## src/rtl/srl_bus_sink_fifo.sv

```systemverilog
// srl_bus_sink_fifo: FWFT FIFO at the tail of a fixed-latency SRL_bus, with issue credit
// Ports: clk/rst (sync, active-high); issue/issue_ok upstream launch and credit;
// wr_valid/wr_data delayed words from the SRL_bus; rd_valid/rd_ready/rd_data FWFT read port;
// count/inflight occupancy and outstanding words; overflow/proto_err sticky error flags.
module srl_bus_sink_fifo #(
  parameter int C_DATA_WIDTH = 32,
  parameter int C_LATENCY = 4,
  parameter int C_DEPTH = 16
) (
  input  logic                        clk,
  input  logic                        rst,
  input  logic                        issue,
  output logic                        issue_ok,
  input  logic                        wr_valid,
  input  logic [C_DATA_WIDTH-1:0]     wr_data,
  output logic                        rd_valid,
  input  logic                        rd_ready,
  output logic [C_DATA_WIDTH-1:0]     rd_data,
  output logic [$clog2(C_DEPTH):0]    count,
  output logic [$clog2(C_DEPTH):0]    inflight,
  output logic                        overflow,
  output logic                        proto_err
);
  localparam int AW = $clog2(C_DEPTH);
  localparam int CW = AW + 1;
  if (C_LATENCY < 1 || C_DEPTH < C_LATENCY + 2 || (1 << AW) != C_DEPTH) begin : g_bad_cfg
    $error("srl_bus_sink_fifo: bad C_LATENCY/C_DEPTH");
  end
  logic [C_DATA_WIDTH-1:0] mem [C_DEPTH];
  logic [AW-1:0] rd_ptr, wr_ptr;
  logic rd_acc, wr_acc, under;
  logic [CW:0] credit_sum;
  assign rd_valid = count != '0;
  assign rd_data = mem[rd_ptr];
  assign rd_acc = rd_valid & rd_ready;
  // a full FIFO still takes a word when the head leaves in the same cycle
  assign wr_acc = wr_valid & ((count < CW'(C_DEPTH)) | rd_acc);
  // arrival with nothing outstanding and no compensating issue: clamp instead of wrapping
  assign under = wr_valid & ~issue & (inflight == '0);
  assign credit_sum = {1'b0, count} + {1'b0, inflight};
  assign issue_ok = ~rst & (credit_sum < (CW + 1)'(C_DEPTH));
  always_ff @(posedge clk)
    if (wr_acc) mem[wr_ptr] <= wr_data;
  always_ff @(posedge clk)
    if (rst) begin
      rd_ptr <= '0;
      wr_ptr <= '0;
      count <= '0;
      inflight <= '0;
      overflow <= 1'b0;
      proto_err <= 1'b0;
    end else begin
      rd_ptr <= rd_ptr + AW'(rd_acc);
      wr_ptr <= wr_ptr + AW'(wr_acc);
      count <= count + CW'(wr_acc) - CW'(rd_acc);
      inflight <= under ? '0 : inflight + CW'(issue) - CW'(wr_valid);
      overflow <= overflow | (wr_valid & ~wr_acc);
      proto_err <= proto_err | under;
    end
endmodule
```

## config.mk

```make
export PLATFORM = sky130hd
export DESIGN_NAME = srl_bus_sink_fifo
export DESIGN_NICKNAME = d
export VERILOG_FILES = /design/src/rtl/srl_bus_sink_fifo.sv
export SDC_FILE = /design/constraint.sdc
export NUM_CORES = 1
export LEC_CHECK = 0
export ABC_AREA = 1
export BUFFER_PORTS_ARGS = -buffer_cell sky130_fd_sc_hd__buf_2
export CORE_ASPECT_RATIO = 1.4
export CORE_MARGIN = 2
export CORE_UTILIZATION = 40
export CTS_CLUSTER_SIZE = 12
export DETAILED_ROUTE_END_ITERATION = 6
export HOLD_SLACK_MARGIN = 0.06
export SLEW_MARGIN = 20
export SYNTH_ARGS = -nofsm -noshare
export SYNTH_HDL_FRONTEND = slang
export SYNTH_SLANG_ARGS = --single-unit
```

## constraint.sdc

```tcl
create_clock -name clk -period 3.7 [get_ports clk]
set_input_delay 0.74 -clock clk [delete_from_list [all_inputs] [get_ports clk]]
set_output_delay 0.74 -clock clk [all_outputs]
set_load 0.01 [all_outputs]
```

==> metrics, run 1 <==
Synthesis Warnings=0; internal power=10.7 mW; share of layout cells above drive strength 1=8.73%; Post-Synth Simple-Gate Area=20.4%; netlist area before placement=23200 µm²; Min Hold Slack=0.446 ns; average size of a mapped cell=10.4 µm²; actual transition at the worst max-transition pin=0.996 ns; part of the total power dissipated in sequential elements=44.1%; leakage power figure=11.0 nW; total number of vias=14991; proportion of synthesized flip-flops having asynchronous set or reset=0%; drt wl/cell=18.0 µm; aggregate negative setup slack=0 ns; share of power burned in the clock network=30.5%; cells traversed along the worst timing path=buf_4 > nand2_1 > nand2_1 > nand2_1 > nand3_1 > nand3_1 > nand2_1 > buf_2; antenna violations before repair=0; Syn-to-layout area delta=11.6%; number of design rule violations left after detail routing=0; most frequent cells in the layout=sky130_fd_sc_hd__nand2_1, sky130_fd_sc_hd__edfxtp_1, sky130_fd_sc_hd__inv_1; sequential fraction of the synthesis area=67.9%; routability cong.=0.772; run status=complete, no violations; worst-path fanout max=90; post-route clock period utilization=90.5%; number of vias per cell=4.89; total clock buffers created by CTS=52; startpoint of the lowest-slack hold path=rd_ready; DR top layer=met4; Comb power frac=25.4%; post-route cell area=25900 µm²; root buf cell=sky130_fd_sc_hd__clkbuf_16; Mapped Nets=2294; worst-case setup slack after placement=0.791 ns; xor and xnor area share after synthesis=0.151%; Power Total=15.7 mW; Worst path most repeated cell=sky130_fd_sc_hd__nand2_1; pin count of the biggest net entering global routing=131; Met1 Routed Length=22800 µm; cell count after placement=2989; flip-flop and latch count after synthesis=532; TritonCTS clock tree=built; # port buffers=82; post-layout utilization of the core=45.1%; met3 WL post-DR=2530 µm; number of I/O pins=83; vias in the first global route=14614; power per cell area=606 nW/µm²; final hold violation count=0; DP Wirelength=31700 µm; unrepaired setup endpoints after global routing=no; total gr overflow=0; adder-cell area share of the yosys netlist=1.25%; power dissipated by switching net loads=5.00 mW; Req. time, crit path=2.96 ns; Slew Viols, Final=0; met2 routed WL=28500 µm; setup slack, reg-to-reg=1.18 ns; number of nets in the finished design=2360; kind of critical path=reg -> out; hold path depth=4; top flip-flop cell by instance count after synthesis=sky130_fd_sc_hd__edfxtp_1; number of nets with antenna violations after detailed routing=0; largest vdd supply drop=504 µV; GRT Overall Usage=18.3%; Hold Path End=overflow$_SDFF_PP0_; compound-cell area share of the yosys netlist=0.393%; global-route wire length before repair=85000 µm; CP max-delay cell=sky130_fd_sc_hd__buf_4; H-tree depth reported by CTS=2; type of destination of the critical path=primary output; most common cell after layout, fill and taps aside=sky130_fd_sc_hd__nand2_1; number of unique standard cell types used by synthesis=27; number of hold buffers added after cts=0; non-filler instance count after layout=3068; Setup Viol. Count Final=0; r2r endpoint=count[4]$_SDFF_PP0_; total clock sinks=532; floorplan core area=57500 µm²; launch point of the worst reg-to-reg path=count[2]$_SDFF_PP0_; Initial Utilization=40.4%; shortest clock period the worst path allows after layout=3.35 ns; combinational family with the most area after synthesis=simple AND/OR/NAND/NOR gates; clock-pin transition on the worst setup and hold timing paths=0.06 ns; multiplexer share of the synthesized area=0%; worst-skew pair later-pin latency=0.59 ns; Critical Path Max Stage Delay=0.74 ns; cell area after placement=24500 µm²; largest clock skew in the final design=0.0176 ns; maximum frequency from static timing analysis=298 MHz; final worst setup slack=0.350 ns; die footprint=60100 µm²; detailed-router iteration count before antenna repair=5; clock buffer depth=3; number of max-cap violations=0; crit start category=register; switching share of power=31.8%; number of instances resized during post-cts repair=0; initial drt markers=1213; Relative slew margins=33.6%; cells after synthesis=2235; wire length after detailed routing=55200 µm; number of synthesized flops with an enable pin=512; count of cells along the worst register-to-register path=15; Hold Path Class=in -> reg; Post-CTS Repair Setup Buffers=0; total number of placement rows=104; die span in y=289 µm; endpoint arrival time on the critical path=2.61 ns; Die Span X=208 µm
## layer usage
layer  up-vias  track usage [%]
met1      7266             22.5
li1       7310                -
met5         -                0
met2       336             33.2
met3        79             2.43
met4         0             5.98
## sequential cells by signal, summed over array words and instances, names as in the netlist
signal / flops
rd_ptr: 4
proto_err: 1
count: 5
mem: 512
wr_ptr: 4
overflow: 1
inflight: 5
## power by group through the flow
| stage | clock network, mW | logic (mW) | registers [mW] |
|---|---|---|---|
| after floorplan | 0 | 2.95 | 7.03 |
| after global placement | 0 | 3.99 | 7.05 |
| after detailed placement | 0 | 4.05 | 7.05 |
| after CTS | 4.88 | 4.07 | 6.93 |
| after global routing | 5.09 | 4.52 | 6.94 |
| final | 4.79 | 4.00 | 6.93 |
## Yosys cell counts, types with 2 or more instances
cell type                  instances  area [µm²]
sky130_fd_sc_hd__nand2_1         693        2600
sky130_fd_sc_hd__edfxtp_1        512       15400
sky130_fd_sc_hd__inv_1           422        1580
sky130_fd_sc_hd__nand3_1         395        1980
sky130_fd_sc_hd__buf_2            52         260
sky130_fd_sc_hd__nor2_1           38         143
sky130_fd_sc_hd__buf_6            27         304
sky130_fd_sc_hd__dfxtp_1          20         400
sky130_fd_sc_hd__ha_1             20         250
sky130_fd_sc_hd__a21oi_1          11        55.1
sky130_fd_sc_hd__clkbuf_1         10        37.5
sky130_fd_sc_hd__buf_1             8        30.0
sky130_fd_sc_hd__buf_4             7        52.6
sky130_fd_sc_hd__o21ai_0           3        15.0
sky130_fd_sc_hd__a21o_1            2        15.0
sky130_fd_sc_hd__fa_1              2        40.0
sky130_fd_sc_hd__xnor2_1           2        17.5
sky130_fd_sc_hd__xor2_1            2        17.5
## critical path, delay by kind of cell (launching register included)
| kind | cells | cell delay, ns |
|---|---|---|
| buffers and inverters | 2 | 0.90 |
| and+or+nand+nor | 6 | 0.61 |
| DFF | 1 | 0.43 |
## area by class of cell
| class | instances | area (µm²) |
|---|---|---|
| Timing Repair Buffer | 118 | 868 |
| Fill cell | 5347 | 31600 |
| Inverter | 425 | 1600 |
| Tap cell | 742 | 928 |
| Clock buffer | 68 | 1370 |
| Multi-Input combinational cell | 1172 | 5280 |
| Antenna cell | 1 | 2.50 |
| Sequential cell | 532 | 15800 |
| Clock inverter | 10 | 101 |
## how the worst max path moves through the flow
stage	start	to	slack, ns
final	rd_ptr[0]$_SDFF_PP0_	rd_data[5]	0.35
after global routing	rd_ptr[0]$_SDFF_PP0_	rd_data[5]	0.19
after CTS	rd_ptr[0]$_SDFF_PP0_	rd_data[5]	0.31
after detailed placement	wr_valid	mem[10][7]$_DFFE_PP_	0.79
after global placement	wr_valid	mem[10][10]$_DFFE_PP_	0.89
after floorplan	rd_ready	mem[10][0]$_DFFE_PP_	0.81
## logic make-up (layout without fill, tap and decap cells)
logic type      after synthesis  in the layout
compound gates               17             17
xor+xnor                      4              4
fa+ha+maj                    22             22
buf+inv                     531            621
flops                       532            532
other cells                   0              1
simple gates               1129           1129
(Power assumes the default switching activity.)
==> run 2: changes to the inputs <==
--- a/config.mk
+++ b/config.mk
@@ -9,10 +9,11 @@
 export BUFFER_PORTS_ARGS = -buffer_cell sky130_fd_sc_hd__buf_2
 export CORE_ASPECT_RATIO = 1.4
 export CORE_MARGIN = 2
-export CORE_UTILIZATION = 40
+export CORE_UTILIZATION = 60
 export CTS_CLUSTER_SIZE = 12
 export DETAILED_ROUTE_END_ITERATION = 6
 export HOLD_SLACK_MARGIN = 0.06
+export PLACE_DENSITY = 0.78
 export SLEW_MARGIN = 20
 export SYNTH_ARGS = -nofsm -noshare
 export SYNTH_HDL_FRONTEND = slang
==> metrics, run 2 (synthesis results as in run 1) <==
startpoint of the lowest-slack hold path=proto_err$_SDFF_PP0_; wire length after detailed routing=53400 µm; Setup Viol. Count Final=0; vias in the first global route=15653; Initial Utilization=60.6%; internal power=10.7 mW; # port buffers=82; number of vias per cell=5.48; initial drt markers=1910; TritonCTS clock tree=built; share of power burned in the clock network=30.1%; DP Wirelength=29700 µm; global-route wire length before repair=82600 µm; biggest registers after layout=mem (512), count (5), inflight (5); number of nets with antenna violations after detailed routing=0; die span in y=237 µm; maximum frequency from static timing analysis=288 MHz; worst-skew pair later-pin latency=0.57 ns; number of instances resized during post-cts repair=0; detailed-router iteration count before antenna repair=6; hold path depth=2; post-route clock period utilization=94.0%; largest vdd supply drop=488 µV; leakage power figure=11.0 nW; GRT Overall Usage=26.8%; number of max-cap violations=0; Comb power frac=25.1%; Power Total=15.5 mW; launch point of the worst reg-to-reg path=count[2]$_SDFF_PP0_; Die Span X=170 µm; worst-path fanout max=159; number of design rule violations left after detail routing=0; die footprint=40400 µm²; number of I/O pins=83; total area of sequential cells=15800 µm²; Post-CTS Repair Setup Buffers=0; Syn-to-layout area delta=10.2%; r2r endpoint=count[4]$_SDFF_PP0_; actual transition at the worst max-transition pin=1.00 ns; type of destination of the critical path=primary output; switching share of power=31.1%; root buf cell=sky130_fd_sc_hd__clkbuf_16; part of the total power dissipated in sequential elements=44.8%; share of layout cells above drive strength 1=8.72%; clock-pin transition on the worst setup and hold timing paths=0.06 ns; number of nets in the finished design=2362; Hold Path End=proto_err$_SDFF_PP0_; count of cells along the worst register-to-register path=15; total clock buffers created by CTS=51; routability cong.=0.815; endpoint arrival time on the critical path=2.74 ns; area used by multi-input combinational logic=5280 µm²; total gr overflow=0; H-tree depth reported by CTS=2; pin count of the biggest net entering global routing=258; run status=complete, no violations; clock buffer depth=3; shortest clock period the worst path allows after layout=3.48 ns; register bank with the most flops=mem; setup slack, reg-to-reg=1.22 ns; unrepaired setup endpoints after global routing=no; Relative slew margins=33.2%; Req. time, crit path=2.96 ns; aggregate negative setup slack=0 ns; floorplan core area=38400 µm²; most common cell after layout, fill and taps aside=sky130_fd_sc_hd__nand2_1; kind of critical path=reg -> out; number of filler cells placed in the layout=2732; cell area after placement=24100 µm²; crit start category=register; power per cell area=605 nW/µm²; Largest register FFs=512; Slew Viols, Final=0; power dissipated by switching net loads=4.82 mW; total number of placement rows=85; largest clock skew in the final design=0.0123 ns; final hold violation count=0; number of hold buffers added after cts=0; drt wl/cell=18.7 µm; total clock sinks=532; Hold Path Class=reg -> reg; post-route cell area=25600 µm²; total number of vias=15615; most frequent cells in the layout=sky130_fd_sc_hd__nand2_1, sky130_fd_sc_hd__edfxtp_1, sky130_fd_sc_hd__inv_1; antenna violations before repair=1
run 2: changes by cell type in the layout (fill, tap and decap cells not counted), moves of 2 or more:
cell / delta
sky130_fd_sc_hd__buf_4: +6
sky130_fd_sc_hd__buf_12: -4
sky130_fd_sc_hd__clkinv_1: -2
sky130_fd_sc_hd__clkbuf_1: +4
run 2: worst max path at each step:
stage                         startpoint                     to  slack, ns  cells past startpoint
finish              rd_ptr[0]$_SDFF_PP0_             rd_data[6]       0.22                      8
global route        rd_ptr[0]$_SDFF_PP0_             rd_data[7]       0.09                      9
CTS                 rd_ptr[0]$_SDFF_PP0_             rd_data[6]       0.25                      7
detailed placement              wr_valid   mem[0][12]$_DFFE_PP_       0.82                      6
global placement                wr_valid  mem[14][15]$_DFFE_PP_       0.91                      6
floorplan                       rd_ready   mem[10][0]$_DFFE_PP_       0.81                      4
run 2: through the flow:
stage	cells	hold slack [ns]	worst slack, ns	utilization, %
after floorplan	2235	0.474	0.814	-
after global placement	2771	0.438	0.912	62.9
after detailed placement	2771	0.448	0.823	62.9
after CTS	2848	0.453	0.246	66.6
final	2850	0.457	0.224	66.7
after global routing	2850	0.474	0.0895	66.7
run 2: cell type report:
class,instances,share of cell area (%)
Tap cell,522,2.55
Inverter,425,6.26
Multi-Input combinational cell,1172,20.6
Clock inverter,4,0.0830
Antenna cell,1,0.00977
Clock buffer,73,5.51
Sequential cell,532,61.6
Timing Repair Buffer,121,3.36
run 2: metal layers:
| layer | wire length, µm | vias up | GRT usage (%) |
|---|---|---|---|
| li1 | - | 7321 | - |
| met2 | 27700 | 790 | 46.9 |
| met1 | 19400 | 7340 | 33.3 |
| met3 | 4280 | 164 | 3.28 |
| met5 | 0 | - | 0 |
| met4 | 2060 | 0 | 12.4 |
run 2: worst max-delay path, stage by stage (launching register included):
cell                      delay [ns]
sky130_fd_sc_hd__dfxtp_4        0.38
sky130_fd_sc_hd__buf_12         0.35
sky130_fd_sc_hd__buf_16         0.53
sky130_fd_sc_hd__nand2_1        0.17
sky130_fd_sc_hd__nand3_1        0.12
sky130_fd_sc_hd__nand3_1        0.09
sky130_fd_sc_hd__nand3_1        0.18
sky130_fd_sc_hd__nand2_1        0.12
sky130_fd_sc_hd__buf_2          0.16
run 2: power by group through the flow:
stage               clock network (mW)  logic [mW]  registers (mW)
floorplan                            0        2.95            7.03
global placement                     0        3.72            7.06
detailed placement                   0        3.84            7.06
CTS                               4.70        3.87            6.94
global route                      4.92        4.34            6.96
finish                            4.66        3.89            6.94
==> run 3: changes to the inputs <==
--- a/config.mk
+++ b/config.mk
@@ -14,6 +14,7 @@
 export DETAILED_ROUTE_END_ITERATION = 6
 export HOLD_SLACK_MARGIN = 0.06
 export PLACE_DENSITY = 0.78
+export REMOVE_ABC_BUFFERS = 1
 export SLEW_MARGIN = 20
 export SYNTH_ARGS = -nofsm -noshare
 export SYNTH_HDL_FRONTEND = slang
==> metrics, run 3 (synthesis results as in run 1) <==
wire length after detailed routing=52800 µm; Relative slew margins=30.0%; Hold Path Class=in -> reg; final hold violation count=0; switching share of power=31.5%; run status=complete, no violations; crit start category=register; share of power burned in the clock network=29.7%; Post-CTS Repair Setup Buffers=0; Hold Path End=overflow$_SDFF_PP0_; largest clock skew in the final design=0.0204 ns; Die Span X=170 µm; root buf cell=sky130_fd_sc_hd__clkbuf_16; leakage power figure=11.0 nW; maximum frequency from static timing analysis=292 MHz; power per cell area=604 nW/µm²; number of max-cap violations=0; Min Hold Slack=0.447 ns; number of I/O pins=83; Slew Viols, Final=0; endpoint arrival time on the critical path=2.68 ns; global-route wire length before repair=81700 µm; routability cong.=0.792; die span in y=237 µm; register bank with the most flops=mem; internal power=10.6 mW; TritonCTS clock tree=built; total gr overflow=0; total number of placement rows=85; r2r endpoint=count[4]$_SDFF_PP0_; share of layout cells above drive strength 1=8.50%; total number of vias=15522; hold path depth=4; clock buffer depth=3; GRT Overall Usage=26.5%; Syn-to-layout area delta=9.86%; aggregate negative setup slack=0 ns; shortest clock period the worst path allows after layout=3.42 ns; most common cell after layout, fill and taps aside=sky130_fd_sc_hd__nand2_1; drt wl/cell=18.6 µm; unrepaired setup endpoints after global routing=no; die footprint=40400 µm²; post-route clock period utilization=92.5%; largest vdd supply drop=702 µV; floorplan core area=38400 µm²; number of design rule violations left after detail routing=0; count of cells along the worst register-to-register path=15; Req. time, crit path=2.96 ns; H-tree depth reported by CTS=2; worst-skew pair later-pin latency=0.59 ns; worst setup path startpoint=rd_ptr[0]$_SDFF_PP0_; power dissipated by switching net loads=4.85 mW; antenna violations before repair=2; total clock sinks=532; # port buffers=82; vias in the first global route=15571; part of the total power dissipated in sequential elements=44.8%; type of destination of the critical path=primary output; startpoint of the lowest-slack hold path=rd_ready; setup slack, reg-to-reg=1.19 ns; number of hold buffers added after cts=0; total area of sequential cells=15800 µm²; Comb power frac=25.5%; kind of critical path=reg -> out; Largest register FFs=512; area used by multi-input combinational logic=5280 µm²; clock-pin transition on the worst setup and hold timing paths=0.06 ns; launch point of the worst reg-to-reg path=count[2]$_SDFF_PP0_; most frequent cells in the layout=sky130_fd_sc_hd__nand2_1, sky130_fd_sc_hd__edfxtp_1, sky130_fd_sc_hd__inv_1; pin count of the biggest net entering global routing=258; number of nets with antenna violations after detailed routing=0; number of vias per cell=5.46; number of nets in the finished design=2358; total clock buffers created by CTS=51; number of filler cells placed in the layout=2680; Setup Viol. Count Final=0; DP Wirelength=27300 µm; worst-path fanout max=137; initial drt markers=1856; detailed-router iteration count before antenna repair=5; biggest registers after layout=mem (512), count (5), inflight (5); actual transition at the worst max-transition pin=1.05 ns; number of instances resized during post-cts repair=0; Initial Utilization=60.6%
[run 3: changes by cell type in the layout (fill, tap and decap cells not counted), sizes merged]
| cell | previous run | this run |
|---|---|---|
| clkbuf | 73 | 68 |
| buf | 121 | 117 |
| inv | 425 | 428 |
| clkinv | 3 | 1 |
| clkinvlp | 1 | 0 |
| diode | 1 | 2 |
[run 3: worst max-delay path: stages, from the launching register on]
cell                      delay, ns
sky130_fd_sc_hd__dfxtp_4       0.38
sky130_fd_sc_hd__buf_12        0.40
sky130_fd_sc_hd__buf_16        0.48
sky130_fd_sc_hd__nand2_1       0.14
sky130_fd_sc_hd__nand3_1       0.12
sky130_fd_sc_hd__nand3_1       0.10
sky130_fd_sc_hd__nand3_1       0.13
sky130_fd_sc_hd__nand2_1       0.10
sky130_fd_sc_hd__buf_2         0.15
[run 3: layer usage]
metal | share of wire (%) | vias up | GRT usage [%]
met5 | 0.027 | - | 0
li1 | - | 7301 | -
met1 | 37 | 7348 | 33.4
met2 | 51 | 728 | 45.5
met3 | 8.6 | 143 | 4.15
met4 | 3.6 | 2 | 11.5
[run 3: stage by stage]
step | total power, mW | worst slack [ns] | instances | util (%) | instance area, µm²
after floorplan | 9.82 | -4.82 | 2129 | - | 22500
after global placement | 10.8 | 0.933 | 2767 | 62.8 | 24100
after detailed placement | 10.9 | 0.912 | 2767 | 62.8 | 24100
after CTS | 15.4 | 0.274 | 2839 | 66.4 | 25500
after global routing | 16.1 | 0.109 | 2840 | 66.5 | 25500
final | 15.4 | 0.277 | 2842 | 66.5 | 25500
[run 3: how the worst max path moves through the flow]
stage                   to  slack (ns)  cells after the start
3_3_place_gp   rd_data[21]        0.93                      8
5_1_grt        rd_data[21]        0.11                      9
6_report       rd_data[22]        0.28                      8
2_1_floorplan  rd_data[30]       -4.82                      6
3_5_place_dp   rd_data[26]        0.91                      8
4_1_cts         rd_data[8]        0.27                      7
[run 3: power groups by stage]
stage,Sequential [mW],Clock [mW],Combinational [mW]
after global placement,7.03,0,3.72
final,6.91,4.58,3.93
after detailed placement,7.04,0,3.88
after floorplan,7.31,0,2.51
after global routing,6.93,4.83,4.38
after CTS,6.91,4.61,3.91
[run 3: layout make-up]
cell class | count | share of cell area, %
flip-flops and latches | 532 | 61.8
multi-input cells | 1172 | 20.7
inverters | 425 | 6.28
clock buffers | 68 | 5.29
repair buffers | 117 | 3.25
well taps | 522 | 2.56
clock inverters | 4 | 0.147
diodes | 2 | 0.0196
